--- src/rtl/uart_alu_frame_ctrl.sv ---
// Frame controller: gathers A, B (NW words each, LSB word first) and an opcode from the rx FIFO, runs the ALU, returns NW result words.
// Frame = 2*NW+1 reads + 1 exec + NW writes; stalls on rx_empty / tx_full; inter-word timeout aborts a partial frame.
module uart_alu_frame_ctrl #(
    parameter int DBIT    = 8,
    parameter int NB_DATA = 16,
    parameter int NB_OP   = 6,
    parameter int TIMEOUT = 50000
) (
    input  logic               clk,
    input  logic               reset,
    input  logic [DBIT-1:0]    r_data,
    input  logic               rx_empty,
    output logic               rd_uart,
    output logic [DBIT-1:0]    w_data,
    input  logic               tx_full,
    output logic               wr_uart,
    output logic [NB_DATA-1:0] a,
    output logic [NB_DATA-1:0] b,
    output logic [NB_OP-1:0]   op,
    input  logic [NB_DATA-1:0] alu_result,
    output logic               busy,
    output logic               done,
    output logic               err_timeout
);
    localparam int NW = NB_DATA / DBIT;
    localparam int CW = $clog2(NW) + 1;
    localparam int TW = (TIMEOUT > 1) ? $clog2(TIMEOUT + 1) : 1;

    typedef enum logic [2:0] {IDLE, GET_A, GET_B, GET_OP, EXEC, SEND} state_t;

    state_t             r_state;
    logic [CW-1:0]      r_cnt;
    logic [TW-1:0]      r_tcnt;
    logic [NB_DATA-1:0] r_a;
    logic [NB_DATA-1:0] r_b;
    logic [NB_OP-1:0]   r_op;
    logic [NB_DATA-1:0] r_result;

    logic w_get;
    logic w_partial;
    logic w_timeout;
    logic w_last;

    assign w_get     = (r_state == GET_A) || (r_state == GET_B) || (r_state == GET_OP);
    // Waiting for the very first word of a frame is not a partial frame.
    assign w_partial = ((r_state == GET_A) && (r_cnt != '0)) || (r_state == GET_B) || (r_state == GET_OP);
    assign w_timeout = (TIMEOUT != 0) && w_partial && rx_empty && (r_tcnt == TW'(TIMEOUT - 1));
    assign w_last    = (r_cnt == CW'(NW - 1));

    assign rd_uart     = w_get && !rx_empty;
    assign wr_uart     = (r_state == SEND) && !tx_full;
    assign done        = wr_uart && w_last;
    assign err_timeout = w_timeout;
    assign busy        = (r_state != IDLE);
    assign a           = r_a;
    assign b           = r_b;
    assign op          = r_op;

    always_comb begin
        w_data = '0;
        for (int i = 0; i < NW; i++) begin
            if (r_cnt == CW'(i)) w_data = r_result[i*DBIT +: DBIT];
        end
    end

    always_ff @(posedge clk) begin
        if (reset) begin
            r_state  <= IDLE;
            r_cnt    <= '0;
            r_tcnt   <= '0;
            r_a      <= '0;
            r_b      <= '0;
            r_op     <= '0;
            r_result <= '0;
        end else begin
            if (rd_uart || !w_partial || w_timeout) r_tcnt <= '0;
            else if (TIMEOUT != 0)                  r_tcnt <= r_tcnt + TW'(1);

            case (r_state)
                IDLE: begin
                    r_cnt   <= '0;
                    r_state <= GET_A;
                end
                GET_A, GET_B: begin
                    if (w_timeout) begin
                        r_cnt   <= '0;
                        r_state <= GET_A;
                    end else if (!rx_empty) begin
                        for (int i = 0; i < NW; i++) begin
                            if (r_cnt == CW'(i)) begin
                                if (r_state == GET_A) r_a[i*DBIT +: DBIT] <= r_data;
                                else                  r_b[i*DBIT +: DBIT] <= r_data;
                            end
                        end
                        if (w_last) begin
                            r_cnt   <= '0;
                            r_state <= (r_state == GET_A) ? GET_B : GET_OP;
                        end else begin
                            r_cnt <= r_cnt + CW'(1);
                        end
                    end
                end
                GET_OP: begin
                    if (w_timeout) begin
                        r_cnt   <= '0;
                        r_state <= GET_A;
                    end else if (!rx_empty) begin
                        r_op    <= r_data[NB_OP-1:0];
                        r_state <= EXEC;
                    end
                end
                EXEC: begin
                    r_result <= alu_result;
                    r_cnt    <= '0;
                    r_state  <= SEND;
                end
                SEND: begin
                    if (!tx_full) begin
                        if (w_last) begin
                            r_cnt   <= '0;
                            r_state <= GET_A;
                        end else begin
                            r_cnt <= r_cnt + CW'(1);
                        end
                    end
                end
                default: r_state <= IDLE;
            endcase
        end
    end
endmodule

--- config.mk ---
export PLATFORM = sky130hd
export DESIGN_NAME = uart_alu_frame_ctrl
export DESIGN_NICKNAME = d
export VERILOG_FILES = /design/src/rtl/uart_alu_frame_ctrl.sv
export SDC_FILE = /design/constraint.sdc
export NUM_CORES = 1
export LEC_CHECK = 0
export BUFFER_PORTS_ARGS = -buffer_cell sky130_fd_sc_hd__buf_2
export CAP_MARGIN = 10
export CORE_UTILIZATION = 56
export DETAILED_ROUTE_END_ITERATION = 10
export GPL_TIMING_DRIVEN = 0
export PLACE_DENSITY = 0.86
export SLEW_MARGIN = 20
export SYNTH_ARGS = -nofsm -noshare
export SYNTH_HDL_FRONTEND = slang
export SYNTH_SLANG_ARGS = --single-unit
--- constraint.sdc ---
create_clock -name clk -period 2.8 [get_ports clk]
set_clock_uncertainty 0.15 [all_clocks]
set_input_delay 0.14 -clock clk [delete_from_list [all_inputs] [get_ports clk]]
set_output_delay 0.14 -clock clk [all_outputs]
set_load 0.01 [all_outputs]
==> results of run 1 <==
-- worst min path at each step --
stage,start,end,slack [ns],cells past startpoint
6_report,tx_full,r_cnt[0]$_SDFFE_PP0P_,0.10,4
5_1_grt,tx_full,r_cnt[1]$_SDFFE_PP0P_,0.14,4
4_1_cts,tx_full,r_cnt[0]$_SDFFE_PP0P_,0.09,4
3_5_place_dp,alu_result[5],r_result[5]$_SDFFE_PP0P_,0.24,3
3_3_place_gp,alu_result[13],r_result[13]$_SDFFE_PP0P_,0.24,3
2_1_floorplan,alu_result[0],r_result[0]$_SDFFE_PP0P_,0.13,2
-- layout make-up --
type	instances	area [um2]	area share [%]
flip-flops and latches	75	1500	37.2
repair buffers	102	636	15.8
multi-input cells	238	1470	36.4
clock buffers	11	151	3.76
well taps	70	87.6	2.17
inverters	7	26.3	0.652
clock inverters	5	37.5	0.931
plain buffers	24	124	3.07
-- through the flow --
stage                     instances  total power [W]  hold slack [ns]  area (um2)
after floorplan                 344          0.00120            0.126        3120
after global placement          491          0.00126            0.237        3590
after detailed placement        491          0.00126            0.240        3590
after CTS                       532          0.00205           0.0933        4030
after global routing            532          0.00211            0.138        4030
final                           532          0.00204            0.104        4030
-- what timing repair did --
item | 4_1_cts | 5_1_grt
resized for setup | 0 | 0
hold buffers | 25 | 0
hold endpoints to repair | 54 | 0
-- registers in the layout, indices dropped and copies added (netlist names) --
signal	cells
r_state	3
b	16
r_result	16
r_tcnt	16
r_cnt	2
op	6
a	16
-- layer usage --
metal  GRT usage (%)  wire, um  vias to the layer above
met4            13.1       159                        0
met5               0         0                        -
met1            33.7      3350                     1298
met3            6.47       500                       18
met2            46.6      3720                      114
li1                -         -                     1400
-- synth_stat cells, types with 2 or more instances --
cell type,number
sky130_fd_sc_hd__buf_4,2
sky130_fd_sc_hd__dfxtp_1,75
sky130_fd_sc_hd__nand3_1,8
sky130_fd_sc_hd__mux2i_1,46
sky130_fd_sc_hd__nand2_1,36
sky130_fd_sc_hd__a21oi_1,18
sky130_fd_sc_hd__buf_2,6
sky130_fd_sc_hd__xor2_1,3
sky130_fd_sc_hd__nor3_1,25
sky130_fd_sc_hd__nand3b_1,2
sky130_fd_sc_hd__inv_1,7
sky130_fd_sc_hd__nand2b_1,4
sky130_fd_sc_hd__nor2_1,53
sky130_fd_sc_hd__clkbuf_1,13
sky130_fd_sc_hd__nand4_1,4
sky130_fd_sc_hd__nor4_1,4
sky130_fd_sc_hd__and3_1,2
sky130_fd_sc_hd__xnor2_1,11
-- kinds of logic (layout without fill, tap and decap cells) --
logic type	count (synthesis)	in the layout	synth area share, %
simple gates	149	149	22.6
flops	75	75	48.1
mux	46	46	14.8
buf+inv	31	149	4.81
compound gates	28	28	5.38
xor+xnor	14	14	3.93
fa+ha+maj	1	1	0.401
-- cell usage in the layout (no fill, tap or decap), types with 2 or more instances in the layout --
master / netlist / routed
sky130_fd_sc_hd__xnor2_1: 11 / 11
sky130_fd_sc_hd__nand4_1: 4 / 4
sky130_fd_sc_hd__inv_1: 7 / 7
sky130_fd_sc_hd__clkinv_4: 0 / 2
sky130_fd_sc_hd__nand2b_1: 4 / 4
sky130_fd_sc_hd__nand3b_1: 2 / 2
sky130_fd_sc_hd__xor2_1: 3 / 3
sky130_fd_sc_hd__buf_4: 2 / 2
sky130_fd_sc_hd__a21oi_1: 18 / 18
sky130_fd_sc_hd__buf_2: 6 / 83
sky130_fd_sc_hd__clkbuf_8: 0 / 11
sky130_fd_sc_hd__mux2i_1: 46 / 46
sky130_fd_sc_hd__nor2_1: 53 / 53
sky130_fd_sc_hd__nand2_1: 36 / 36
sky130_fd_sc_hd__clkbuf_1: 13 / 13
sky130_fd_sc_hd__and3_1: 2 / 2
sky130_fd_sc_hd__nor4_1: 4 / 4
sky130_fd_sc_hd__dfxtp_1: 75 / 75
sky130_fd_sc_hd__clkinvlp_4: 0 / 2
sky130_fd_sc_hd__dlygate4sd3_1: 0 / 25
sky130_fd_sc_hd__nand3_1: 8 / 8
sky130_fd_sc_hd__nor3_1: 25 / 25
-- report_power, final --
part / leakage [nW] / switching, W / internal [W]
Combinational: 1.02 / 0.0000928 / 0.0000831
Clock: 0.0915 / 0.000406 / 0.000371
Sequential: 0.606 / 0.00000842 / 0.00108
Total: 1.72 / 0.000507 / 0.00153
-- worst reg2reg max path: stages, from the launching register on --
cell and delay, ns:
sky130_fd_sc_hd__dfxtp_1 0.31, sky130_fd_sc_hd__buf_2 0.19, sky130_fd_sc_hd__nor3_1 0.35, sky130_fd_sc_hd__nor4bb_1 0.27, sky130_fd_sc_hd__buf_4 0.25, sky130_fd_sc_hd__mux2i_1 0.25
sky130_fd_sc_hd__nor2_1 0.06
==> impl_metrics.ini, run 1 <==
[drt]
route.vias.total = 2830
detail_route.drc_violations = 0
post_drt_via_cell_ratio = 5.32
drt-pass1-iter-count = 5
average_detailed_routed_wire_length_per_instance_um = 14.5
drtIter0Drc = 112
final_antenna_net_count = 0
totalWireLength_um = 7730

[worst_setup_path]
critPathLaunch = r_cnt[0]$_SDFFE_PP0P_
critical_path_depth = 5
delay_of_the_slowest_cell_on_the_worst_path_ns = 0.55
reg2reg_from = r_cnt[1]$_SDFFE_PP0P_
critical_path.cell_chain = buf_2 > buf_1 > mux2i_1 > nor2_1 > buf_2
r2r_end = a[4]$_SDFFE_PP0P_
critical_path.endpoint_type = primary output
timing.critical_path.required_ns = 2.51
arrival_ns = 1.89
crit_buf_inv = 3
critPathSlowestCell = sky130_fd_sc_hd__buf_1
worstSetupStartpointType = flop
timing.critical_path.to = w_data[5]
critical_path_class = reg2out
crit_fanout = 10
family_of_cells_with_the_greatest_summed_delay_on_the_critical_path = buffers and inverters
cpMostUsedCell = sky130_fd_sc_hd__buf_2
r2r_setup_slack_ns = 0.85
reg2regPathDepth = 6

[timing]
rsz0062_at_grt = false
final-hold-violation-count = 0
fin_ws_ns = 0.617
slew_headroom_pct = 54.2
finalSetupViolations = 0
max_freq_ghz = 0.458
final.min_clock_period_ns = 2.18
post_route_setup_tns_ns = 0
finalCritPeriodShare_pct = 78.0
final_max_slew_viol_count = 0
max_slew.worst_pin.slew_ns = 0.687

[global_route]
gr-total-overflow = 0
grt_util_all_layers_pct = 27.8
maximum_number_of_pins_on_one_net_before_global_route_repair = 14
grt_first_pass_wirelength_um = 12800
first_global_vias = 2738
antenna_found_initial = 0

[floorplanning]
ioPinCount = 79
coreArea_mm2 = 0.00524
fp.dieW_um = 76.6
initial_utilization_pct = 59.6
die_boundary_height_um = 76.6
row_count = 26
die_area_mm2 = 0.00587

[yosys]
share_of_yosys_cell_area_claimed_by_the_top_area_cell_type_pct = 48.1
synth-seq-area-share_pct = 48.1
netlist_instances = 344
syn-num-nets = 373
ff_latch_count_synth = 75
edff_count_synth = 0
synthesis_warnings = 0
syn-mean-instance-area_um2 = 9.07
synth_area_mm2 = 0.00312
synth_area_leaders = sky130_fd_sc_hd__dfxtp_1 (48%), sky130_fd_sc_hd__mux2i_1 (15%), sky130_fd_sc_hd__nor2_1 (6.4%)
synth.lib_cells_used.distinct = 43
synth_top_area_cell = sky130_fd_sc_hd__dfxtp_1
postSynth.asyncResetShare_pct = 0
synthFlopType = sky130_fd_sc_hd__dfxtp_1

[cells_and_area]
synth_to_layout_area_growth_pct = 29.2
n_fill_cell = 358
finalNetCount = 486
layout-drive-gt1-share_pct = 23.2
fin_util_pct = 77.0
antennaDiodeCount = 0

[placement]
post_place_setup_slack_ns = 0.835
hpwlAfterDp_um = 5050
gpl.final_weighted_congestion = 0.887
numPortBuffers = 77

[clocking]
clockRootBuffer = sky130_fd_sc_hd__clkbuf_8
tritoncts = built
worst_skew_pair.late_latency_ns = 0.35
cts-buffers-inserted = 9
cts_htree_levels = 3
cts.reportedPaths.clkPinSlew_ns = 0.07
max-clock-path-buffers = 2
tritoncts_sinks = 75
postCtsSetupRepairBufs = 0

[outcome]
status = finished, final reports clean

[pwr]
total_leakage_power_nw = 1.72
power.density_mw_per_mm2 = 506
vdd_drop_max_mv = 0.458

[min_path]
min-delay-path-class = in2reg

[run]
drv.max_cap_violation_count = 0
Power figures use the tool's default switching activity.
==> run 2, diff against run 1 <==
--- a/config.mk
+++ b/config.mk
@@ -7,10 +7,10 @@
 export LEC_CHECK = 0
 export BUFFER_PORTS_ARGS = -buffer_cell sky130_fd_sc_hd__buf_2
 export CAP_MARGIN = 10
-export CORE_UTILIZATION = 56
+export CORE_UTILIZATION = 52
 export DETAILED_ROUTE_END_ITERATION = 10
 export GPL_TIMING_DRIVEN = 0
-export PLACE_DENSITY = 0.86
+export PLACE_DENSITY = 0.8
 export SLEW_MARGIN = 20
 export SYNTH_ARGS = -nofsm -noshare
 export SYNTH_HDL_FRONTEND = slang
==> constraint.sdc (replaced) <==
create_clock -name clk -period 2.05 [get_ports clk]
set_clock_uncertainty 0.15 [all_clocks]
set_input_delay 0.1025 -clock clk [delete_from_list [all_inputs] [get_ports clk]]
set_output_delay 0.1025 -clock clk [all_outputs]
set_load 0.01 [all_outputs]
==> run 2 against run 1 <==
Compared with the run above:
- sequential power grew 36%
- via count shrank 1.4%
- register-to-register slack worse by 0.66 ns
- die area rose by 7.5%
- clock-buffer cell count fell by 1
- power rose by 34%
- utilization is 4.9 points lower
- final cell count is 0.56% higher
- wire length fell by 4.8%
- critical path depth unchanged
- clock power up 30%
- global-route usage decreased by 2.9 points
==> impl_metrics.ini, run 2 (synthesis results as in run 1) <==
[outcome]
status = finished, final reports clean

[worst_setup_path]
timing.critical_path.required_ns = 1.80
arrival_ns = 1.77
crit_fanout = 4
critical_path.endpoint_type = primary output
critical_path_class = reg2out
worstSetupStartpointType = flop

[placement]
hpwlAfterDp_um = 4780
gpl.final_weighted_congestion = 0.834
post_place_setup_slack_ns = 0.171
numPortBuffers = 77
place_area_mm2 = 0.00359
dp.cells = 493

[cells_and_area]
layout-drive-gt1-share_pct = 25.3
layout.cells.most_common_list = sky130_fd_sc_hd__buf_2 (84), sky130_fd_sc_hd__dfxtp_1 (73), sky130_fd_sc_hd__nor2_1 (53)
finalNetCount = 487
antennaDiodeCount = 0
layout.cell_area.non_filler_mm2 = 0.00407
layoutNonFillerInstCount = 535
synth_to_layout_area_growth_pct = 30.3
final_common_cell = sky130_fd_sc_hd__buf_2
n_fill_cell = 450

[timing]
slew_headroom_pct = 63.8
finalSetupViolations = 0
max_freq_ghz = 0.495
max_slew.worst_pin.slew_ns = 0.539
final-hold-violation-count = 0
fin_ws_ns = 0.0301
final_max_slew_viol_count = 0
final.min_clock_period_ns = 2.02
holdWs_ns = 0.0960
finalCritPeriodShare_pct = 98.5

[clocking]
worst_skew_pair.late_latency_ns = 0.34
cts.reportedPaths.clkPinSlew_ns = 0.08
cts-buffers-inserted = 9
clockRootBuffer = sky130_fd_sc_hd__clkbuf_8
max-clock-path-buffers = 2
tritoncts_sinks = 75
tritoncts = built
cts_htree_levels = 3

[drt]
detail_route.drc_violations = 0
post_drt_via_cell_ratio = 5.22
final_antenna_net_count = 0
route.vias.total = 2791
average_detailed_routed_wire_length_per_instance_um = 13.8
totalWireLength_um = 7360
drt-pass1-iter-count = 4
drtIter0Drc = 128

[global_route]
first_global_vias = 2724
gr-total-overflow = 0
grt_first_pass_wirelength_um = 12100
grt_util_all_layers_pct = 24.9
antenna_found_initial = 0
maximum_number_of_pins_on_one_net_before_global_route_repair = 14

[floorplanning]
initial_utilization_pct = 55.3
ioPinCount = 79
fp.dieW_um = 79.5
coreArea_mm2 = 0.00564
row_count = 27
die_boundary_height_um = 79.5
die_area_mm2 = 0.00631

[pwr]
total_power_w = 0.00273
power.density_mw_per_mm2 = 673
total_leakage_power_nw = 1.75
vdd_drop_max_mv = 0.644

[min_path]
min-delay-path-class = in2reg

[run]
drv.max_cap_violation_count = 0
run 2: cell types whose count changed in the layout (fill, tap and decap cells not counted), moves of 2 or more:
cell                       change
sky130_fd_sc_hd__clkinv_4      -2
sky130_fd_sc_hd__dfxtp_1       -2
sky130_fd_sc_hd__nor3_4        +2
sky130_fd_sc_hd__clkinv_2      +2
run 2: power breakdown:
part | switching [W] | total, W | internal [W]
Combinational | 0.000127 | 0.000241 | 0.000115
Sequential | 0.0000112 | 0.00148 | 0.00147
Clock | 0.000539 | 0.00101 | 0.000470
Total | 0.000676 | 0.00273 | 0.00206
run 2: critical path: stages (launching register included):
cell and delay (ns):
sky130_fd_sc_hd__dfxtp_2 0.34, sky130_fd_sc_hd__or4b_4 0.54, sky130_fd_sc_hd__nor3_4 0.20, sky130_fd_sc_hd__nand3_2 0.13, sky130_fd_sc_hd__inv_2 0.08, sky130_fd_sc_hd__buf_2 0.13
run 2: per-stage QoR:
stage,util (%),setup TNS [ns]
2_1_floorplan,-,0
4_1_cts,71.4,0
6_report,72.1,0
5_1_grt,72.1,-0.0281
3_3_place_gp,63.7,0
3_5_place_dp,63.7,0
run 2: repair_timing:
item	in CTS	in global routing
hold buffers	25	0
hold endpoints to repair	55	0
endpoints found under the setup margin	10	15
buffers inserted	0	1
pin swaps	1	2
resized for setup	2	11
run 2: final timing paths:
check                      startpoint                        to  cells after the start  slack [ns]
max             r_tcnt[13]$_SDFF_PP0_               err_timeout                      5        0.03
max reg2reg   r_state[1]$_SDFFE_PP0P_        op[0]$_SDFFE_PP0P_                      5        0.19
min                           tx_full   r_state[2]$_SDFFE_PP0P_                      5         0.1
min reg2reg  r_result[2]$_SDFFE_PP0P_  r_result[2]$_SDFFE_PP0P_                      2        0.31
run 2: layout make-up:
class / count / area [um2] / area share (%)
plain buffers: 24 / 126 / 3.11
clock buffers: 10 / 138 / 3.39
clock inverters: 6 / 38.8 / 0.954
inverters: 7 / 26.3 / 0.646
multi-input cells: 238 / 1500 / 36.8
flip-flops and latches: 75 / 1510 / 37.1
well taps: 72 / 90.1 / 2.22
repair buffers: 103 / 643 / 15.8
run 2: layer usage:
metal	part of all wire (%)	wire length (um)	global-route usage [%]
met1	46	3420	29.9
met5	0	0	0
met4	1.2	91	8.55
met3	6.2	458	7.89
met2	46	3390	41.8
==> run 3, diff against run 2 <==
--- a/config.mk
+++ b/config.mk
@@ -7,10 +7,9 @@
 export LEC_CHECK = 0
 export BUFFER_PORTS_ARGS = -buffer_cell sky130_fd_sc_hd__buf_2
 export CAP_MARGIN = 10
-export CORE_UTILIZATION = 52
+export CORE_UTILIZATION = 25
 export DETAILED_ROUTE_END_ITERATION = 10
 export GPL_TIMING_DRIVEN = 0
-export PLACE_DENSITY = 0.8
 export SLEW_MARGIN = 20
 export SYNTH_ARGS = -nofsm -noshare
 export SYNTH_HDL_FRONTEND = slang
==> run 3 against run 2 <==
Compared with the run above:
- sequential share of layout area decreased by 1.9 points
- maximum frequency increased by 2.8%
- largest cell class unchanged
- register-to-register slack got worse by 0.04 ns
- final area increased by 5.1%
- clock-buffer cell count increased by 1
- sequential power about the same
- flip-flop and latch count unchanged
- non-clock buffer count unchanged
==> impl_metrics.ini, run 3 (synthesis results as in run 1) <==
[outcome]
status = finished, final reports clean

[timing]
max_freq_ghz = 0.509
rsz0062_at_grt = true
final.min_clock_period_ns = 1.96
fin_ws_ns = 0.0853
finalCritPeriodShare_pct = 95.8
final-hold-violation-count = 0
finalSetupViolations = 0
slew_headroom_pct = 60.6
holdWs_ns = 0.0832
post_route_setup_tns_ns = 0
final_max_slew_viol_count = 0
max_slew.worst_pin.slew_ns = 0.592

[pwr]
total_leakage_power_nw = 1.79
share_comb_of_total_power_pct = 7.6
power.net_switching_w = 0.000742
switching_share_pct = 23.3
clock_power_share_pct = 45.7
power.density_mw_per_mm2 = 747
p_int_w = 0.00245
vdd_drop_max_mv = 0.458
sequential_power_share_pct = 46.7

[cells_and_area]
layoutNonFillerInstCount = 631
multi_input_comb_area_mm2 = 0.00148
layout.cells.most_common_list = sky130_fd_sc_hd__buf_2 (84), sky130_fd_sc_hd__dfxtp_1 (75), sky130_fd_sc_hd__nor2_1 (53)
synth_to_layout_area_growth_pct = 36.9
n_fill_cell = 1275
final_common_cell = sky130_fd_sc_hd__buf_2
antennaDiodeCount = 0
area.sequential_mm2 = 0.00150
fin_util_pct = 35.3
finalNetCount = 487
layout-drive-gt1-share_pct = 24.4

[clocking]
tritoncts = built
cts_htree_levels = 3
clockRootBuffer = sky130_fd_sc_hd__clkbuf_16
cts-buffers-inserted = 9
max-clock-path-buffers = 2
cts.reportedPaths.clkPinSlew_ns = 0.06
tritoncts_sinks = 75
worst_skew_pair.late_latency_ns = 0.33

[worst_setup_path]
timing.critical_path.required_ns = 1.80
r2r_setup_slack_ns = 0.15
crit_buf_inv = 2
arrival_ns = 1.71
critical_path_class = reg2out
crit_fanout = 5
delay_of_the_slowest_cell_on_the_worst_path_ns = 0.55
critPathSlowestCell = sky130_fd_sc_hd__or4b_1
critical_path.endpoint_type = primary output
critical_path.cell_chain = or4b_1 > nor3_2 > nand3_2 > inv_1 > buf_2
worstSetupStartpointType = flop
family_of_cells_with_the_greatest_summed_delay_on_the_critical_path = simple AND/OR/NAND/NOR gates

[drt]
totalWireLength_um = 7970
route.vias.total = 2752
drt-pass1-iter-count = 4
wirelength_met1_um = 3880
detailroute.wirelength.met2_um = 3650
average_detailed_routed_wire_length_per_instance_um = 12.6
detail_route.drc_violations = 0
route.met3.wl_um = 405
post_drt_via_cell_ratio = 4.36
final_antenna_net_count = 0
drtIter0Drc = 131
top_layer_in_use = met4

[global_route]
first_global_vias = 2653
antenna_found_initial = 0
grt_first_pass_wirelength_um = 13100
grt_util_all_layers_pct = 12.9
gr-total-overflow = 0
maximum_number_of_pins_on_one_net_before_global_route_repair = 14

[floorplanning]
initial_utilization_pct = 25.8
ioPinCount = 79
coreArea_mm2 = 0.0121
die_area_mm2 = 0.0129
row_count = 40
fp.dieW_um = 114
die_boundary_height_um = 114

[min_path]
min-delay-path-class = in2reg

[placement]
gpl.final_weighted_congestion = 0.762
numPortBuffers = 77
dp.cells = 589
hpwlAfterDp_um = 5570
post_place_setup_slack_ns = 0.103

[run]
drv.max_cap_violation_count = 0
run 3: final cells by class:
class | count | area share, %
Sequential cell | 75 | 35.1
Buffer | 24 | 2.99
Multi-Input combinational cell | 238 | 34.7
Timing Repair Buffer | 103 | 15.1
Inverter | 7 | 0.615
Tap cell | 168 | 4.92
Clock inverter | 5 | 0.849
Clock buffer | 11 | 5.68
run 3: timing repair:
| item | CTS | global route |
|---|---|---|
| endpoints found under the setup margin | 10 | 27 |
| endpoints found under the hold margin | 55 | 0 |
| hold buffers | 25 | 0 |
| pin swaps | 1 | 0 |
| setup buffers | 1 | 0 |
| resized for setup | 2 | 6 |
run 3: worst paths after layout:
path	cells after the start	start	to
hold reg to reg	2	r_result[0]$_SDFFE_PP0P_	r_result[0]$_SDFFE_PP0P_
setup reg to reg	5	r_state[1]$_SDFFE_PP0P_	op[0]$_SDFFE_PP0P_
setup / recovery	5	r_tcnt[4]$_SDFF_PP0_	err_timeout
hold / removal	5	tx_full	r_state[2]$_SDFFE_PP0P_
run 3: layer usage:
layer | global-route usage, % | vias to the layer above
met2 | 20.2 | 67
met1 | 16.6 | 1284
met5 | 0 | -
met3 | 4.89 | 4
li1 | - | 1397
met4 | 3.42 | 0
run 3: power groups by stage:
stage	logic, W	registers (W)	clock network, W
3_3_place_gp	0.000202	0.00152	0
5_1_grt	0.000265	0.00149	0.00157
4_1_cts	0.000243	0.00149	0.00150
6_report	0.000242	0.00149	0.00146
3_5_place_dp	0.000206	0.00152	0
2_1_floorplan	0.000114	0.00153	0
run 3: tightest hold or removal path, stage by stage:
cell,delay [ns]
sky130_fd_sc_hd__buf_2,0.12
sky130_fd_sc_hd__inv_1,0.05
sky130_fd_sc_hd__a41oi_1,0.12
sky130_fd_sc_hd__nor2_1,0.09
sky130_fd_sc_hd__nor2_1,0.04
run 3: metrics by stage:
stage	total power, W	cell area, um2
floorplan	0.00164	3120
global placement	0.00172	3710
detailed placement	0.00173	3710
CTS	0.00323	4260
global route	0.00332	4270
finish	0.00319	4270
